### src/rtl/lock_pkg.sv
// ============================================================================
//  Module      : lock_pkg
//  Description : Shared types and defaults for the combination-lock datapath.
//  Revision    : 1.0  initial release
// ============================================================================
`default_nettype none

package lock_pkg;

    localparam int DEF_DIGITS  = 4;
    localparam int DEF_DIGIT_W = 4;

    typedef enum logic [1:0] {
        OPEN   = 2'b00,
        SAVEPW = 2'b01,
        LOCKED = 2'b10,
        SAVEAT = 2'b11
    } lock_state_t;

    typedef logic [DEF_DIGITS*DEF_DIGIT_W-1:0] code_t;

endpackage

`default_nettype wire

### src/rtl/enter_debounce.sv
// ============================================================================
//  Module      : enter_debounce
//  Description : Synchronises and debounces the ENTER button; one-cycle press
//                strobe, suppressed while the lockout timer runs.
//  Revision    : 1.0  initial release
// ============================================================================
`default_nettype none

module enter_debounce #(
    parameter int DEBOUNCE_CYCLES = 500000
) (
    input  logic CLK50,
    input  logic reset,
    input  logic enter_n,
    input  logic lockout,
    output logic E
);

    localparam int c_DB_W = $clog2(DEBOUNCE_CYCLES + 1);
    localparam logic [c_DB_W-1:0] c_DB_LAST = c_DB_W'(DEBOUNCE_CYCLES - 1);

    logic              r_sync1;
    logic              r_sync2;
    logic              r_level;
    logic              r_level_d;
    logic [c_DB_W-1:0] r_cnt;
    logic              r_E;

    // Everything resets to the released (high) level so no press is seen
    // out of reset.
    always_ff @(posedge CLK50) begin
        if (reset) begin
            r_sync1   <= 1'b1;
            r_sync2   <= 1'b1;
            r_level   <= 1'b1;
            r_level_d <= 1'b1;
            r_cnt     <= '0;
            r_E       <= 1'b0;
        end else begin
            r_sync1   <= enter_n;
            r_sync2   <= r_sync1;
            r_level_d <= r_level;
            r_E       <= r_level_d & ~r_level & ~lockout;
            if (r_sync2 == r_level) begin
                r_cnt <= '0;
            end else if (r_cnt == c_DB_LAST) begin
                r_level <= r_sync2;
                r_cnt   <= '0;
            end else begin
                r_cnt <= r_cnt + c_DB_W'(1);
            end
        end
    end

    assign E = r_E;

endmodule

`default_nettype wire

### src/rtl/lock_code_datapath.sv
// ============================================================================
//  Module      : lock_code_datapath
//  Description : Keypad entry buffer, password/attempt capture, match compare,
//                failed-attempt counting and timed lockout.
//  Revision    : 1.0  initial release
// ============================================================================
`default_nettype none

module lock_code_datapath #(
    parameter int DIGITS          = lock_pkg::DEF_DIGITS,
    parameter int DIGIT_W         = lock_pkg::DEF_DIGIT_W,
    parameter int DEBOUNCE_CYCLES = 500000,
    parameter int MAX_FAILS       = 3,
    parameter int LOCKOUT_CYCLES  = 150000000
) (
    input  logic                           CLK50,
    input  logic                           reset,
    input  logic                           enter_n,
    input  logic                           key_valid,
    input  logic [DIGIT_W-1:0]             key_digit,
    input  logic                           savePW,
    input  logic                           saveAT,
    input  logic                           LOCKED,
    output logic                           E,
    output logic                           M,
    output logic [DIGITS*DIGIT_W-1:0]      attempt,
    output logic [$clog2(DIGITS+1)-1:0]    entry_count,
    output logic [$clog2(MAX_FAILS+1)-1:0] fails,
    output logic                           lockout
);

    localparam int c_CODE_W = DIGITS * DIGIT_W;
    localparam int c_CNT_W  = $clog2(DIGITS + 1);
    localparam int c_FAIL_W = $clog2(MAX_FAILS + 1);
    localparam int c_TMR_W  = $clog2(LOCKOUT_CYCLES + 1);

    localparam logic [c_CNT_W-1:0]  c_CNT_MAX   = c_CNT_W'(DIGITS);
    localparam logic [c_FAIL_W-1:0] c_FAIL_LAST = c_FAIL_W'(MAX_FAILS - 1);
    localparam logic [c_TMR_W-1:0]  c_TMR_LOAD  = c_TMR_W'(LOCKOUT_CYCLES - 1);

    logic [c_CODE_W-1:0] r_entry;
    logic [c_CODE_W-1:0] r_password;
    logic [c_CODE_W-1:0] r_attempt;
    logic [c_CNT_W-1:0]  r_count;
    logic [c_FAIL_W-1:0] r_fails;
    logic [c_TMR_W-1:0]  r_timer;
    logic                r_lockout;
    logic                w_E;
    logic                w_match;
    logic                w_accept;

    enter_debounce #(
        .DEBOUNCE_CYCLES (DEBOUNCE_CYCLES)
    ) u_enter_debounce (
        .CLK50   (CLK50),
        .reset   (reset),
        .enter_n (enter_n),
        .lockout (r_lockout),
        .E       (w_E)
    );

    // Entry must stay frozen from E through the save strobe so M is stable.
    assign w_accept = key_valid & ~w_E & ~savePW & ~saveAT;
    assign w_match  = (r_entry == r_password);

    always_ff @(posedge CLK50) begin
        if (reset) begin
            r_entry <= '0;
            r_count <= '0;
        end else if (savePW || saveAT) begin
            r_entry <= '0;
            r_count <= '0;
        end else if (w_accept) begin
            r_entry <= {r_entry[c_CODE_W-DIGIT_W-1:0], key_digit};
            if (r_count != c_CNT_MAX) begin
                r_count <= r_count + c_CNT_W'(1);
            end
        end
    end

    always_ff @(posedge CLK50) begin
        if (reset) begin
            r_password <= '0;
            r_attempt  <= '0;
        end else if (savePW) begin
            r_password <= r_entry;
        end else if (saveAT) begin
            r_attempt <= r_entry;
        end
    end

    // A lockout start in the same cycle overrides the timer update above it.
    always_ff @(posedge CLK50) begin
        if (reset) begin
            r_fails   <= '0;
            r_timer   <= '0;
            r_lockout <= 1'b0;
        end else begin
            if (r_lockout) begin
                if (r_timer == '0) begin
                    r_lockout <= 1'b0;
                end else begin
                    r_timer <= r_timer - c_TMR_W'(1);
                end
            end
            if (savePW) begin
                r_fails <= '0;
            end else if (saveAT) begin
                if (w_match) begin
                    r_fails <= '0;
                end else if (LOCKED) begin
                    if (r_fails == c_FAIL_LAST) begin
                        r_fails   <= '0;
                        r_lockout <= 1'b1;
                        r_timer   <= c_TMR_LOAD;
                    end else begin
                        r_fails <= r_fails + c_FAIL_W'(1);
                    end
                end
            end
        end
    end

    assign E           = w_E;
    assign M           = w_match;
    assign attempt     = r_attempt;
    assign entry_count = r_count;
    assign fails       = r_fails;
    assign lockout     = r_lockout;

endmodule

`default_nettype wire

### config.mk
export PLATFORM = sky130hd
export DESIGN_NAME = lock_code_datapath
export DESIGN_NICKNAME = d
export VERILOG_FILES = /design/src/rtl/lock_pkg.sv /design/src/rtl/enter_debounce.sv /design/src/rtl/lock_code_datapath.sv
export SDC_FILE = /design/constraint.sdc
export NUM_CORES = 1
export LEC_CHECK = 0
export ABC_AREA = 1
export CORE_MARGIN = 5
export CORE_UTILIZATION = 60
export DETAILED_ROUTE_END_ITERATION = 10
export GPL_TIMING_DRIVEN = 0
export HOLD_SLACK_MARGIN = 0.06
export PLACE_DENSITY = 0.81
export SETUP_SLACK_MARGIN = 0.1
export SYNTH_ARGS = -nofsm -noshare
export SYNTH_HDL_FRONTEND = slang
export SYNTH_SLANG_ARGS = --single-unit
export TNS_END_PERCENT = 50
### constraint.sdc
create_clock -name CLK50 -period 2.2 [get_ports CLK50]
set_input_delay 0.22 -clock CLK50 [delete_from_list [all_inputs] [get_ports CLK50]]
set_output_delay 0.22 -clock CLK50 [all_outputs]
set_load 0.005 [all_outputs]
======== Yosys cells after proc, flatten, opt, wreduce, memory -nomap -nowiden ========
Index checks and enable logic that the tools add are counted.
storage, ports and cells
  bits in registers ....................... 106
  bits of input ports ..................... 11
  output and inout port bits .............. 24
  word-level logic and storage cells ...... 60
operators by class
  add/subtract/negate cells ............... 4
  eq/ne operators ......................... 5
  mux-type cells .......................... 17
  bitwise gates (word level) .............. 11
  reductions and logical operators ........ 10
operators by type and width
  kind                                                 number
  two-way mux 28 bit                                   7
  zero test 28 bit                                     1
  subtractor 28 x 1 -> 28 bit (second input constant)  1
  adder 19 x 1 -> 19 bit (second input constant)       1
  equality test 19 bit (second input constant)         1
  equality test 16 bit                                 1
  AND reduction 2 bit                                  4
  two-way mux 1 bit                                    7
  two-way mux 2 bit                                    3
  inverter 1 bit                                       6
  AND 1 bit                                            5
  OR reduction 2 bit                                   2
  adder 3 x 1 -> 3 bit (second input constant)         1
  inequality test 3 bit (second input constant)        1
  OR reduction 3 bit                                   1
  adder 2 x 1 -> 2 bit (second input constant)         1
  equality test 2 bit (second input constant)          1
  nonzero test 2 bit                                   1
  equality test 1 bit                                  1
  logical OR 1 bit                                     1

======== Depth between registers and ports, before layout ========
  depth in word-level cells ............... 8
  gate-level depth with buffers ........... 13
  gate-level depth less buffers ........... 13

======== Cells and area by module ========
Synthesis repeated with hierarchy kept, for this count alone.
second synthesis, totals
  cell total of the unflattened synthesis .. 748
  area, all modules ....................... 5191.2 sq um
modules (own cells, without submodules)
  module              times used  cells each  area each (sq um)  sequential area each (sq um)
  lock_code_datapath  1           585         4056.4             1641.6
  enter_debounce      1           163         1134.8             480.5

======== Least setup slack after synthesis ========
No wires, ideal clock.
  path kind ............................... flip-flop to flip-flop
  from .................................... register u_enter_debounce.r_cnt[0]
  to ...................................... register u_enter_debounce.r_cnt[18]
  setup time .............................. 0.117 ns
  arrival time ............................ 1.389 ns
  data required time ...................... 2.083 ns
  setup slack ............................. 0.694 ns
  stages on the path, launching flop included .. 9
  path buffers ............................ 0
  clock period less this slack ............ 1.506 ns
  cell sequence ........................... dfxtp_1 -> ha_1 -> nand3_2 -> nor2_2 -> nand4_1 -> nor2_1 -> nand3_1 -> o21ai_1 -> a21oi_1
between the ends
  word-level cells in the longest chain between the ends .. 2
  elaborated cells between the ends (all ways) .. 3
  classes of those cells .................. 1 x add/sub; 1 x eq/ne; 1 x reduce/logical
ends and longest elaborated chain
  what                                                                            RTL line              text
  start: declaration                                                              enter_debounce.sv:26  logic [c_DB_W-1:0] r_cnt;
  start signal: assignment                                                        enter_debounce.sv:50  r_cnt <= r_cnt + c_DB_W'(1);
  parallel branches: the longest is 2 deep, another holds adder 19 x 1 -> 19 bit  n/a
Parallel ways; which one is timed is not known.
A chain may end at the register's enable or synchronous reset.

======== Worst setup path after layout ========
  from .................................... register r_entry[5]
  to ...................................... output M
between the ends
  word-level cells in the longest chain between the ends .. 1
ends and longest elaborated chain
  what                      RTL line                  text
  start: declaration        lock_code_datapath.sv:41  logic [c_CODE_W-1:0] r_entry;
  start signal: assignment  lock_code_datapath.sv:74  r_entry <= {r_entry[c_CODE_W-DIGIT_W-1:0], key_digit};
  equality test 16 bit      lock_code_datapath.sv:64  assign w_match = (r_entry == r_password);
  end: declaration          lock_code_datapath.sv:25  output logic M,
Every way passes these cells.

==> impl_metrics.py <==
metrics = {
    "die": {
        "die_area_um2": 10600,
        "die_y_um": 103,
        "pin_count": 35,
        "fp-row-count": 34,
        "die_w_um": 103,
        "initial_core_util_pct": 60.4,
        "core_area_um2": 8590,
    },
    "timing": {
        "slew_violations": 0,
        "max-slew-margin-rel_pct": 65.6,
        "grt_setup_unrepaired": "no",
        "min_period_ns": 1.88,
        "finalHoldViolations": 0,
        "tns_ns": 0,
        "fin_hold_ws_ns": 0.230,
        "setup_viol": 0,
        "tightest_slew_ns": 0.517,
        "period_share_pct": 85.3,
        "fmax_mhz": 533,
        "skew_ns": 0.0135,
        "fin_ws_ns": 0.323,
    },
    "worst_hold_path": {
        "min-delay-start": "savePW",
        "hold_class": "in -> reg",
        "hold_depth": 4,
        "hold_path_end": "fails[1]",
    },
    "clock_tree": {
        "cts.reportedPaths.clkPinSlew_ns": 0.11,
        "ctsHoldBuffers": 0,
        "insertion_delay_ns": 0.38,
        "cts_buffer_depth": 2,
        "root_buffer": "clkbuf_8",
        "cts.sinks": 106,
        "cts_max_level": 3,
        "numCtsBuffers": 9,
        "cts_tree": "yes",
    },
    "critical_path": {
        "r2r-end": "u_enter_debounce.r_cnt[18]",
        "timing.rr.start": "u_enter_debounce.r_cnt[0]",
        "crit_path_start": "r_entry[5]",
        "ff2ff_path_depth": 8,
        "cp_max_fo": 4,
        "end_kind": "output port",
        "critPathArrivalTime_ns": 1.66,
        "criticalPathCategory": "reg -> out",
        "r2r_slack_ns": 0.40,
        "cp.required_ns": 1.98,
        "crit_path_start_kind": "flop",
    },
    "synth": {
        "synth_nets": 727,
        "synthCells": 711,
        "synthDistinctLibCells": 41,
        "synth_enable_flop_cells": 0,
        "avgSynthCellArea_um2": 7.30,
        "ys_seq_elements": 106,
        "syn_area_um2": 5190,
        "ys_seq_area_share_pct": 40.9,
        "synth_ff_type": "dfxtp_1",
        "synthArstFlopShare_pct": 0,
        "yosysWarnings": 0,
    },
    "power_and_ir_drop": {
        "peakVddDrop_v": 0.000512,
        "p_leak_nw": 2.68,
        "p_total_mw": 3.51,
        "powerDensity_nw_per_um2": 601,
    },
    "global_route": {
        "grt_pass1_vias": 4702,
        "grt_max_degree": 20,
        "grt_usage_pct": 24.2,
        "grt_pass1_wl_um": 20500,
        "antenna_found_initial": 0,
        "globalRoute.totalOverflow": 0,
    },
    "cells_and_area": {
        "syn_to_final_growth_pct": 12.5,
        "stdcell_area_um2": 5840,
        "multiInputGateArea_um2": 2560,
        "antenna_cells": 0,
        "regArea_um2": 2120,
        "utilization_pct": 68.0,
        "drive_above_1_share_pct": 12.6,
        "num-fill-cells": 749,
        "final_cells": 868,
        "nNetsFinal": 771,
    },
    "drt": {
        "wl_um": 12300,
        "antenna_left": 0,
        "via_per_inst": 5.38,
        "drc_errors": 0,
        "dr.pass1.iters": 5,
        "route.detailed.wl_per_inst_um": 14.2,
        "vias": 4674,
        "initialDrtViolationCount": 200,
    },
    "place": {
        "place.gp.congestion": 0.907,
        "hpwl_um": 9060,
        "place_ws_ns": 0.224,
        "placed_cells": 851,
        "port_buffers": 32,
        "post_dp_cell_area_um2": 5650,
    },
    "job": {
        "maxCapViolCount": 0,
    },
    "outcome": {
        "status": "completed",
    },
}
-- where the power goes --
group | internal, mW | total (mW) | leakage (nW) | switching [mW]
sequential | 1.96 | 1.99 | 0.861 | 0.0293
clock | 0.443 | 1.17 | 0.0928 | 0.726
combinational | 0.138 | 0.351 | 1.73 | 0.213
total | 2.54 | 3.51 | 2.68 | 0.968
-- final cells by class --
type / count / area share (%)
buffer: 22 / 2.31
clock buffer: 10 / 2.19
clock inverter: 6 / 1.01
inverter: 98 / 6.32
multi-input combinational: 485 / 43.9
sequential: 106 / 36.4
tap: 108 / 2.31
timing repair buffer: 33 / 5.59
-- cell usage after synthesis, types with 2 or more instances --
cell type | instances | area share [%]
ha_1 | 5 | 1.2
nand2_1 | 102 | 7.4
nand3_2 | 2 | 0.39
nand4_1 | 23 | 2.8
nor2_2 | 18 | 2.2
buf_4 | 2 | 0.29
o21ai_1 | 4 | 0.39
inv_2 | 6 | 0.43
nor3_2 | 2 | 0.39
nor2_1 | 120 | 8.7
dfxtp_1 | 106 | 41
nand2_4 | 5 | 1.1
buf_2 | 6 | 0.58
nand3_1 | 43 | 4.1
nor2_4 | 8 | 1.7
clkbuf_1 | 9 | 0.65
a21oi_2 | 6 | 1.0
nand2_2 | 9 | 1.1
buf_6 | 5 | 1.1
o21ai_0 | 53 | 5.1
a21oi_1 | 32 | 3.1
or2_2 | 3 | 0.36
inv_1 | 90 | 6.5
nor3_1 | 4 | 0.39
xor2_1 | 28 | 4.7
a211oi_1 | 5 | 0.72
-- layer usage --
metal	vias up	global-route usage (%)	part of all wire [%]
met2	120	45.1	52
li1	2348	-	-
met1	2188	27.0	42
met5	-	0	0
met3	18	4.53	4.0
met4	0	9.06	1.4
-- worst max-delay path, stage by stage, from the launching register on --
cell and delay (ns):
dfxtp_1 0.41, inv_2 0.08, nand2_1 0.06, nand2_1 0.05
nor2_1 0.09, nand2_1 0.06, nor2_1 0.13, nand2_2 0.08
inv_2 0.08, dlygate4sd2_1 0.24
-- kinds of logic (layout without fill, tap and decap cells) --
group	after synthesis	after routing	synth area share, %
compound gates	104	104	10.9
xor+xnor	30	30	5.21
fa+ha+maj	5	5	1.21
buf+inv	120	169	9.71
flops	106	106	40.9
simple gates	346	346	32.1
-- sequential cells by signal (all words and copies together) (netlist names) --
register,count
attempt,16
entry_count,3
fails,2
lockout,1
r_entry,16
r_password,16
r_timer,28
u_enter_debounce.E,1
u_enter_debounce.r_cnt,19
u_enter_debounce.r_level,1
u_enter_debounce.r_level_d,1
u_enter_debounce.r_sync1,1
u_enter_debounce.r_sync2,1
-- what timing repair did --
item	CTS	global route
buffers inserted	1	0
setup endpoints to repair	1	0
resized for setup	3	0
-- worst max-delay path by stage --
| stage | slack [ns] | cells past startpoint | to |
|---|---|---|---|
| 2_1_floorplan | 0.69 | 8 | u_enter_debounce.r_cnt[18] |
| 3_3_place_gp | 0.28 | 7 | r_entry[13] |
| 3_5_place_dp | 0.22 | 6 | r_entry[4] |
| 4_1_cts | 0.31 | 7 | M |
| 5_1_grt | 0.16 | 8 | u_enter_debounce.r_cnt[18] |
| 6_report | 0.32 | 9 | M |
-- layout by cell type, fill, tap and decap left out, drive strengths merged --
cell type,synthesis,routed
buf,13,14
and2,1,1
a211oi,5,5
nand3,45,45
or2,3,3
nor2,146,146
xnor2,1,1
o21bai,1,1
ha,5,5
dfxtp,106,106
nand4,24,24
xor2,29,29
inv,96,100
nor4,3,3
clkdlybuf4s50,0,31
a21oi,38,38
o21a,1,1
clkbuf,9,19
a31oi,1,1
nand2,116,116
nor3,6,6
clkinvlp,0,1
nor3b,2,2
o311a,1,1
clkinv,2,3
dlygate4sd2,0,1
o21ai,57,57
No activity file was read; power rests on OpenSTA's default activity.
